<file path="src/rtl/cache_req_arbiter.sv">
// cache_req_arbiter: two-requester round-robin front end for a cache engine.
// One access is in flight at a time: IDLE -> ISSUE (1 cycle) -> WAIT (ENGINE_LAT-1
// cycles) -> IDLE with a completion pulse. Zero-address accesses are accepted but
// dropped (never issued) and answered with a drop-flagged pulse on the next cycle.
// Optional feature macro: CACHE_ARB_STATS_EN enables the per-requester grant counters;
// without it grant_cnt0/grant_cnt1 are tied to zero.
module cache_req_arbiter #(
   parameter int ENGINE_LAT = 5
) (
   input  logic        clk,
   input  logic        reset,
   input  logic        req0_valid,
   input  logic [47:0] req0_addr,
   input  logic [7:0]  req0_op,
   output logic        req0_ready,
   input  logic        req1_valid,
   input  logic [47:0] req1_addr,
   input  logic [7:0]  req1_op,
   output logic        req1_ready,
   input  logic        cfg_write_policy,
   output logic [47:0] cache_addr,
   output logic [7:0]  cache_op,
   output logic        write_policy,
   output logic        busy,
   output logic        resp_valid,
   output logic        resp_id,
   output logic        resp_drop,
   output logic [15:0] drop_cnt,
   output logic [17:0] grant_cnt0,
   output logic [17:0] grant_cnt1
);

   typedef enum logic [1:0] {
      S_IDLE  = 2'd0,
      S_ISSUE = 2'd1,
      S_WAIT  = 2'd2
   } state_t;

   // WAIT lasts ENGINE_LAT-1 cycles: the counter starts at ENGINE_LAT-2 and exits at 0.
   localparam logic [3:0] WAIT_LOAD = 4'(ENGINE_LAT - 2);

   state_t      r_state;
   logic [3:0]  r_wait_cnt;
   logic        r_last_grant;
   logic        r_id;
   logic [47:0] r_cache_addr;
   logic [7:0]  r_cache_op;
   logic        r_write_policy;
   logic        r_resp_valid;
   logic        r_resp_id;
   logic        r_resp_drop;
   logic [15:0] r_drop_cnt;

   logic        w_win;
   logic        w_can_accept;
   logic        w_accept;
   logic [47:0] w_sel_addr;
   logic [7:0]  w_sel_op;

   // Round-robin winner: the requester not granted last wins a tie, a lone requester always wins.
   always_comb begin
      w_win = 1'b0;
      if (req0_valid && req1_valid) begin
         w_win = ~r_last_grant;
      end else if (req1_valid) begin
         w_win = 1'b1;
      end else begin
         w_win = 1'b0;
      end
   end

   // Accepts only in IDLE, never during the drop-response cycle, never while in reset.
   assign w_can_accept = reset && (r_state == S_IDLE) && !r_resp_drop;
   assign w_accept     = w_can_accept && (req0_valid || req1_valid);
   assign req0_ready   = w_accept && !w_win;
   assign req1_ready   = w_accept && w_win;
   assign w_sel_addr   = w_win ? req1_addr : req0_addr;
   assign w_sel_op     = w_win ? req1_op   : req0_op;

   // Main FSM with registered engine-side and response outputs.
   always_ff @(posedge clk or negedge reset) begin
      if (!reset) begin
         r_state        <= S_IDLE;
         r_wait_cnt     <= 4'd0;
         r_last_grant   <= 1'b1;
         r_id           <= 1'b0;
         r_cache_addr   <= 48'd0;
         r_cache_op     <= 8'd0;
         r_write_policy <= 1'b0;
         r_resp_valid   <= 1'b0;
         r_resp_id      <= 1'b0;
         r_resp_drop    <= 1'b0;
         r_drop_cnt     <= 16'd0;
      end else begin
         r_resp_valid <= 1'b0;
         r_resp_drop  <= 1'b0;
         case (r_state)
            S_IDLE: begin
               if (w_accept) begin
                  r_last_grant <= w_win;
                  r_id         <= w_win;
                  if (w_sel_addr == 48'd0) begin
                     // Dropped: stay IDLE, answer next cycle with the drop flag.
                     r_resp_valid <= 1'b1;
                     r_resp_drop  <= 1'b1;
                     r_resp_id    <= w_win;
                     if (r_drop_cnt != 16'hFFFF) begin
                        r_drop_cnt <= r_drop_cnt + 16'd1;
                     end
                  end else begin
                     r_cache_addr <= w_sel_addr;
                     r_cache_op   <= w_sel_op;
                     r_state      <= S_ISSUE;
                  end
               end else begin
                  // Policy only changes between accesses.
                  r_write_policy <= cfg_write_policy;
               end
            end
            S_ISSUE: begin
               r_cache_addr <= 48'd0;
               r_wait_cnt   <= WAIT_LOAD;
               r_state      <= S_WAIT;
            end
            S_WAIT: begin
               if (r_wait_cnt == 4'd0) begin
                  r_state      <= S_IDLE;
                  r_resp_valid <= 1'b1;
                  r_resp_id    <= r_id;
               end else begin
                  r_wait_cnt <= r_wait_cnt - 4'd1;
               end
            end
            default: begin
               r_state      <= S_IDLE;
               r_cache_addr <= 48'd0;
            end
         endcase
      end
   end

   assign cache_addr   = r_cache_addr;
   assign cache_op     = r_cache_op;
   assign write_policy = r_write_policy;
   assign busy         = (r_state != S_IDLE);
   assign resp_valid   = r_resp_valid;
   assign resp_id      = r_resp_id;
   assign resp_drop    = r_resp_drop;
   assign drop_cnt     = r_drop_cnt;

`ifdef CACHE_ARB_STATS_EN
   logic [17:0] r_grant_cnt0;
   logic [17:0] r_grant_cnt1;

   // Per-requester grant counters, counting drops too, wrapping naturally.
   always_ff @(posedge clk or negedge reset) begin
      if (!reset) begin
         r_grant_cnt0 <= 18'd0;
         r_grant_cnt1 <= 18'd0;
      end else if (w_accept) begin
         if (w_win) begin
            r_grant_cnt1 <= r_grant_cnt1 + 18'd1;
         end else begin
            r_grant_cnt0 <= r_grant_cnt0 + 18'd1;
         end
      end
   end

   assign grant_cnt0 = r_grant_cnt0;
   assign grant_cnt1 = r_grant_cnt1;
`else
   assign grant_cnt0 = 18'd0;
   assign grant_cnt1 = 18'd0;
`endif

endmodule
</file>
<file path="config.mk">
export PLATFORM = sky130hd
export DESIGN_NAME = cache_req_arbiter
export DESIGN_NICKNAME = d
export VERILOG_FILES = /design/src/rtl/cache_req_arbiter.sv
export SDC_FILE = /design/constraint.sdc
export NUM_CORES = 1
export LEC_CHECK = 0
export ABC_CLOCK_PERIOD_IN_PS = 5700
export BUFFER_PORTS_ARGS = -buffer_cell sky130_fd_sc_hd__clkbuf_2
export CAP_MARGIN = 20
export CORE_AREA = 2 2 134 136
export DETAILED_ROUTE_END_ITERATION = 6
export DIE_AREA = 0 0 136 138
export GPL_ROUTABILITY_DRIVEN = 0
export SLEW_MARGIN = 20
export SYNTH_ARGS = -nofsm -noshare
export SYNTH_HDL_FRONTEND = slang
export SYNTH_SLANG_ARGS = --single-unit
export TNS_END_PERCENT = 5
</file>
<file path="constraint.sdc">
create_clock -name clk -period 5.7 [get_ports clk]
set_clock_uncertainty 0.1 [all_clocks]
set_input_delay 1.14 -clock clk [delete_from_list [all_inputs] [get_ports clk]]
set_output_delay 1.14 -clock clk [all_outputs]
set_load 0.005 [all_outputs]
</file>
==> impl_metrics.env, run 1 <==
export IMPL_cap_violations=0
export IMPL_dieWidth_um=136
export IMPL_grtUsageMet3=0.0381
export IMPL_cts_tree="done"
export IMPL_path_class="input port to output pin"
export IMPL_die_area_mm2=0.0188
export IMPL_ctsResizeCount=0
export IMPL_min_period_over_period=0.679
export IMPL_syn_area_per_cell_um2=9.97
export IMPL_num_nets_final=768
export IMPL_hold_buffers=0
export IMPL_total_power_uw=2370
export IMPL_p_seq_frac=0.403
export IMPL_relSlewSlack=0.326
export IMPL_start_util=0.270
export IMPL_yosysWarnings=0
export IMPL_worst_pin_slew_ns=1.01
export IMPL_port_buffers=195
export IMPL_max_vdd_ir_drop_mv=0.141
export IMPL_fillers=1847
export IMPL_period_needed_ns=3.87
export IMPL_track_usage=0.155
export IMPL_drtIter0Drc=201
export IMPL_routed_wl_um=14600
export IMPL_top_usage_layer="met2"
export IMPL_gr_total_overflow=0
export IMPL_worst_slack_ns=1.83
export IMPL_rows=49
export IMPL_hold_viol=0
export IMPL_coreArea_mm2=0.0175
export IMPL_ys_seq_area_frac=0.444
export IMPL_grt_antenna_before_repair=0
export IMPL_synth_seq_cells=84
export IMPL_die_y_um=138
export IMPL_pwr_share_comb=0.358
export IMPL_syn_area_mm2=0.00474
export IMPL_power_frac_clock=0.239
export IMPL_numCtsBuffers=9
export IMPL_swShare=0.364
export IMPL_async_reset_ff_frac=1.00
export IMPL_critPathRequiredTime_ns=4.46
export IMPL_grt_use_met1=0.209
export IMPL_drc=0
export IMPL_yosysUniqueCellTypes=47
export IMPL_critPathLaunchType="input port"
export IMPL_grt_pass1_vias=4104
export IMPL_drt_pass1_iter_count=4
export IMPL_p_switching_uw=865
export IMPL_fmaxAchievable_mhz=259
export IMPL_cp_arrival_ns=2.63
export IMPL_grt_pass1_wl_um=22700
export IMPL_hold_class="flop to flop"
export IMPL_postRouteAntennaNets=0
export IMPL_met2_usage=0.237
export IMPL_final_max_slew_viol_count=0
export IMPL_cts_buffer_depth=2
export IMPL_ff2ff_setup_slack_ns=3.00
export IMPL_diodes=0
export IMPL_rsz0062_at_grt="no"
export IMPL_p_int_uw=1510
export IMPL_yosys_most_used_dff="dfrtp_1"
export IMPL_cts_root_buf="clkbuf_16"
export IMPL_pre_cts_slack_ns=1.78
export IMPL_synth_edf_count=0
export IMPL_insertion_delay_ns=0.35
export IMPL_post_cts_buffers=0
export IMPL_vias=4312
export IMPL_grt_max_degree=64
export IMPL_syn_to_final_growth_pct=27.4
export IMPL_wl_per_cell_um=16.5
export IMPL_setup_tns_ns=0
export IMPL_viasPerCell=4.88
export IMPL_clkTransAtPathRegs_ns=0.07
export IMPL_leakagePower_uw=0.00300
export IMPL_clock_sinks=84
export IMPL_synthCells=475
export IMPL_critPathMaxFanout=43
export IMPL_io_pins=232
export IMPL_detailed_place_hpwl_um=10700
export IMPL_status="complete, no violations"
export IMPL_htreeDepth=3
export IMPL_end_kind="output pin"
export IMPL_powerDensity_mw_per_mm2=394
export IMPL_setup_violations=0
export IMPL_drive_gt1_frac=0.362
-- power by group through the flow --
stage | clock network, uW | registers (uW) | logic, uW
5_1_grt | 607 | 984 | 947
3_3_place_gp | 0 | 968 | 852
2_1_floorplan | 0 | 954 | 487
6_report | 567 | 956 | 851
3_5_place_dp | 0 | 961 | 870
4_1_cts | 586 | 957 | 868
-- critical path, stage by stage --
cell and delay [ns]:
buf_4 0.45, nor4b_2 0.33, o21ai_1 0.24, nor2_1 0.29
clkbuf_2 0.17
-- cells in the final DEF (no fill, tap or decap), drive strengths merged, types with 2 or more instances in the layout --
cell type | Yosys | routed
a211oi | 49 | 49
a21o | 3 | 3
a21oi | 60 | 60
a31oi | 9 | 9
and3 | 3 | 3
buf | 62 | 7
clkbuf | 11 | 203
clkinv | 0 | 3
conb | 1 | 36
dfrtp | 83 | 83
ha | 2 | 2
inv | 4 | 7
mux2 | 2 | 2
mux2i | 50 | 50
nand2 | 24 | 24
nand3 | 8 | 8
nand4 | 10 | 10
nor2 | 15 | 15
nor3 | 8 | 8
nor4 | 28 | 28
nor4b | 3 | 3
o21ai | 5 | 5
or3 | 3 | 3
xor2 | 14 | 14
-- logic make-up after synthesis --
| group | Yosys count | share of synthesized area |
|---|---|---|
| buffers and inverters | 77 | 0.0988 |
| XOR/XNOR | 15 | 0.0277 |
| flip-flops | 84 | 0.444 |
| AO/OA/AOI/OAI | 134 | 0.177 |
| AND/OR/NAND/NOR | 110 | 0.136 |
| other | 1 | 0.000792 |
| multiplexers | 52 | 0.110 |
| adder cells (fa/ha/maj) | 2 | 0.00528 |
-- registers in the layout (all words and copies together), names as in the netlist --
name and cells:
drop_cnt 16, r_id 1, cache_op 8, r_last_grant 1, write_policy 1, r_state 2, resp_drop 1, cache_addr 48
resp_valid 1, resp_id 1, r_wait_cnt 4
-- layer usage --
metal / up-vias / share of wire
li1: 2054 / -
met1: 2073 / 0.45
met2: 165 / 0.46
met3: 20 / 0.068
met4: 0 / 0.022
met5: - / 0
-- path summary, 6_finish.rpt --
kind / to / cells past startpoint / startpoint
setup reg to reg: cache_addr[1] / 8 / r_last_grant
hold reg to reg: drop_cnt[7] / 1 / drop_cnt[7]
max in group asynchronous: r_state[0] / 2 / reset
setup / recovery: req1_ready / 5 / reset
min in group asynchronous: r_wait_cnt[2] / 1 / reset
hold / removal: drop_cnt[7] / 1 / drop_cnt[7]
-- stage by stage --
step	hold slack [ns]	utilization	cells	cell area, um2
6_report	0.393	0.344	883	6030
4_1_cts	0.394	0.344	883	6030
2_1_floorplan	0.372	-	510	4870
3_3_place_gp	0.384	0.328	867	5750
5_1_grt	0.414	0.344	883	6030
3_5_place_dp	0.386	0.328	867	5750
-- area by class of cell --
cell class	instances	area (um2)	area share
flip-flops and latches	84	2100	0.349
clock buffers	9	225	0.0373
clock inverters	7	60.1	0.00995
inverters	4	15.0	0.00249
well taps	229	287	0.0475
repair buffers	201	1020	0.170
multi-input cells	349	2320	0.384
-- cell usage after synthesis (all sizes together) (2+ instances only) --
| library cell | number | area [um2] |
|---|---|---|
| or3 | 3 | 18.8 |
| ha | 2 | 25.0 |
| mux2 | 2 | 22.5 |
| dfrtp | 83 | 2080 |
| a31oi | 9 | 56.3 |
| nor2 | 15 | 56.3 |
| nand2 | 24 | 90.1 |
| and3 | 3 | 18.8 |
| nor4 | 28 | 206 |
| xor2 | 14 | 123 |
| mux2i | 50 | 500 |
| clkbuf | 11 | 41.3 |
| nor4b | 3 | 38.8 |
| nand3 | 8 | 40.0 |
| a21oi | 60 | 300 |
| buf | 62 | 412 |
| a21o | 3 | 22.5 |
| o21ai | 5 | 25.0 |
| nor3 | 8 | 50.1 |
| a211oi | 49 | 368 |
| nand4 | 10 | 62.6 |
| inv | 4 | 15.0 |
(Power assumes the default switching activity.)
==> inputs of run 2 (changes only) <==
- ABC_CLOCK_PERIOD_IN_PS: 5700 -> 3500
- clock period: 5.7 -> 3.5 ns (I/O delays scaled with it)
==> run 2 against run 1 <==
Total power grew 68%. Final cell count increased by 0.79%. Sequential share of layout area shrank 0.49 points. Register-to-register slack worse by 1.9 ns. Global-route usage up 0.14 points. Count of clock-buffer cells in the layout increased by 3. First-iteration DRC count up 14%. Clock power grew 82%. Cell area is 1.4% higher. Largest cell class unchanged. Largest power group unchanged.
==> impl_metrics.env, run 2 (synthesized netlist as in run 1, its figures left out) <==
export IMPL_critPathSlowestCell="dfrtp_1"
export IMPL_ctsResizeCount=0
export IMPL_post_cts_buffers=0
export IMPL_crit_path_start="r_state[1]"
export IMPL_viasPerCell=4.84
export IMPL_critPathRequiredTime_ns=2.70
export IMPL_cap_violations=0
export IMPL_multi_input_area_mm2=0.00232
export IMPL_min_period_over_period=0.771
export IMPL_largest_register_ffs=48
export IMPL_path_class="flop to output pin"
export IMPL_track_usage=0.156
export IMPL_setup_violations=0
export IMPL_dpl_cell_area_mm2=0.00580
export IMPL_fin_hold_ws_ns=0.0944
export IMPL_powerDensity_mw_per_mm2=652
export IMPL_drt_pass1_iter_count=4
export IMPL_clock_sinks=84
export IMPL_die_area_mm2=0.0188
export IMPL_grt_antenna_before_repair=0
export IMPL_drc=0
export IMPL_worst_pin_slew_ns=0.952
export IMPL_syn_to_final_growth_pct=29.2
export IMPL_critPathLaunchType="flop"
export IMPL_cts_root_buf="clkbuf_16"
export IMPL_critPathMaxFanout=10
export IMPL_vias=4311
export IMPL_crit_cells=4
export IMPL_fin_area_mm2=0.00612
export IMPL_cts_buffer_depth=2
export IMPL_insertion_delay_ns=0.34
export IMPL_gr_total_overflow=0
export IMPL_regArea_mm2=0.00210
export IMPL_die_y_um=138
export IMPL_clkTransAtPathRegs_ns=0.06
export IMPL_hold_viol=0
export IMPL_final_common_cell="clkbuf_2"
export IMPL_rows=49
export IMPL_most_common_layout_cells="clkbuf_2, dfrtp_1, a21oi_1, mux2i_1, a211oi_1"
export IMPL_detailed_place_hpwl_um=11000
export IMPL_routed_wl_um=14700
export IMPL_status="complete, no violations"
export IMPL_ff2ff_setup_slack_ns=1.13
export IMPL_crit_chain="nor4b_2, o21ai_1, nor2_1, clkbuf_2"
export IMPL_num_nets_final=775
export IMPL_io_pins=232
export IMPL_reg2reg_from="r_last_grant"
export IMPL_coreArea_mm2=0.0175
export IMPL_max_vdd_ir_drop_mv=0.236
export IMPL_numCtsBuffers=9
export IMPL_path_buf_inv=1
export IMPL_hold_class="input port to async pin"
export IMPL_cp_slowest_stage_delay_ns=0.48
export IMPL_grt_pass1_vias=4029
export IMPL_leakagePower_uw=0.00305
export IMPL_port_buffers=195
export IMPL_end_kind="output pin"
export IMPL_crit_family="simple AND/OR/NAND/NOR gates"
export IMPL_grt_pass1_wl_um=22700
export IMPL_cp_arrival_ns=1.90
export IMPL_utilization=0.349
export IMPL_grt_max_degree=73
export IMPL_start_util=0.270
export IMPL_period_needed_ns=2.70
export IMPL_endpoint="req1_ready"
export IMPL_relSlewSlack=0.365
export IMPL_cts_tree="done"
export IMPL_r2r_end="cache_addr[21]"
export IMPL_final_max_slew_viol_count=0
export IMPL_drtIter0Drc=229
export IMPL_hold_buffers=0
export IMPL_fmaxAchievable_mhz=371
export IMPL_wl_per_cell_um=16.6
export IMPL_total_power_uw=3990
export IMPL_setup_tns_ns=0
export IMPL_rsz0062_at_grt="no"
export IMPL_diodes=0
export IMPL_postRouteAntennaNets=0
export IMPL_htreeDepth=3
export IMPL_fillers=1831
export IMPL_dieWidth_um=136
export IMPL_r2r_cells=7
export IMPL_drive_gt1_frac=0.366
==> run 2: final cells by class <==
class / count / share of cell area
well taps: 229 / 0.0468
multi-input cells: 349 / 0.379
flip-flops and latches: 84 / 0.344
inverters: 4 / 0.00245
clock buffers: 12 / 0.0403
repair buffers: 208 / 0.176
clock inverters: 4 / 0.0119
==> run 2: where the power goes <==
part / switching (uW) / total, uW / internal [uW]
clock network: 387 / 1030 / 644
registers: 225 / 1550 / 1330
logic: 758 / 1400 / 644
==> run 2: layer usage <==
metal / track usage / up-vias / part of all wire
met3: 0.0462 / 24 / 0.071
li1: - / 2070 / -
met5: 0 / - / 0
met1: 0.213 / 2054 / 0.45
met2: 0.235 / 163 / 0.46
met4: 0.0548 / 0 / 0.019
==> run 2: stage by stage <==
stage / worst slack (ns) / std cells
2_1_floorplan: 1.11 / 510
3_3_place_gp: 0.481 / 874
3_5_place_dp: 0.457 / 874
4_1_cts: 0.756 / 890
5_1_grt: 0.595 / 890
6_report: 0.803 / 890
==> run 2: how the worst min path moves through the flow <==
stage               cells after the start  slack (ns)       endpoint
floorplan                               0        0.30  cache_addr[0]
global placement                        1        0.38    drop_cnt[7]
detailed placement                      1        0.39    drop_cnt[7]
CTS                                     1        0.09     resp_valid
global route                            1        0.09   drop_cnt[11]
finish                                  1        0.09     resp_valid
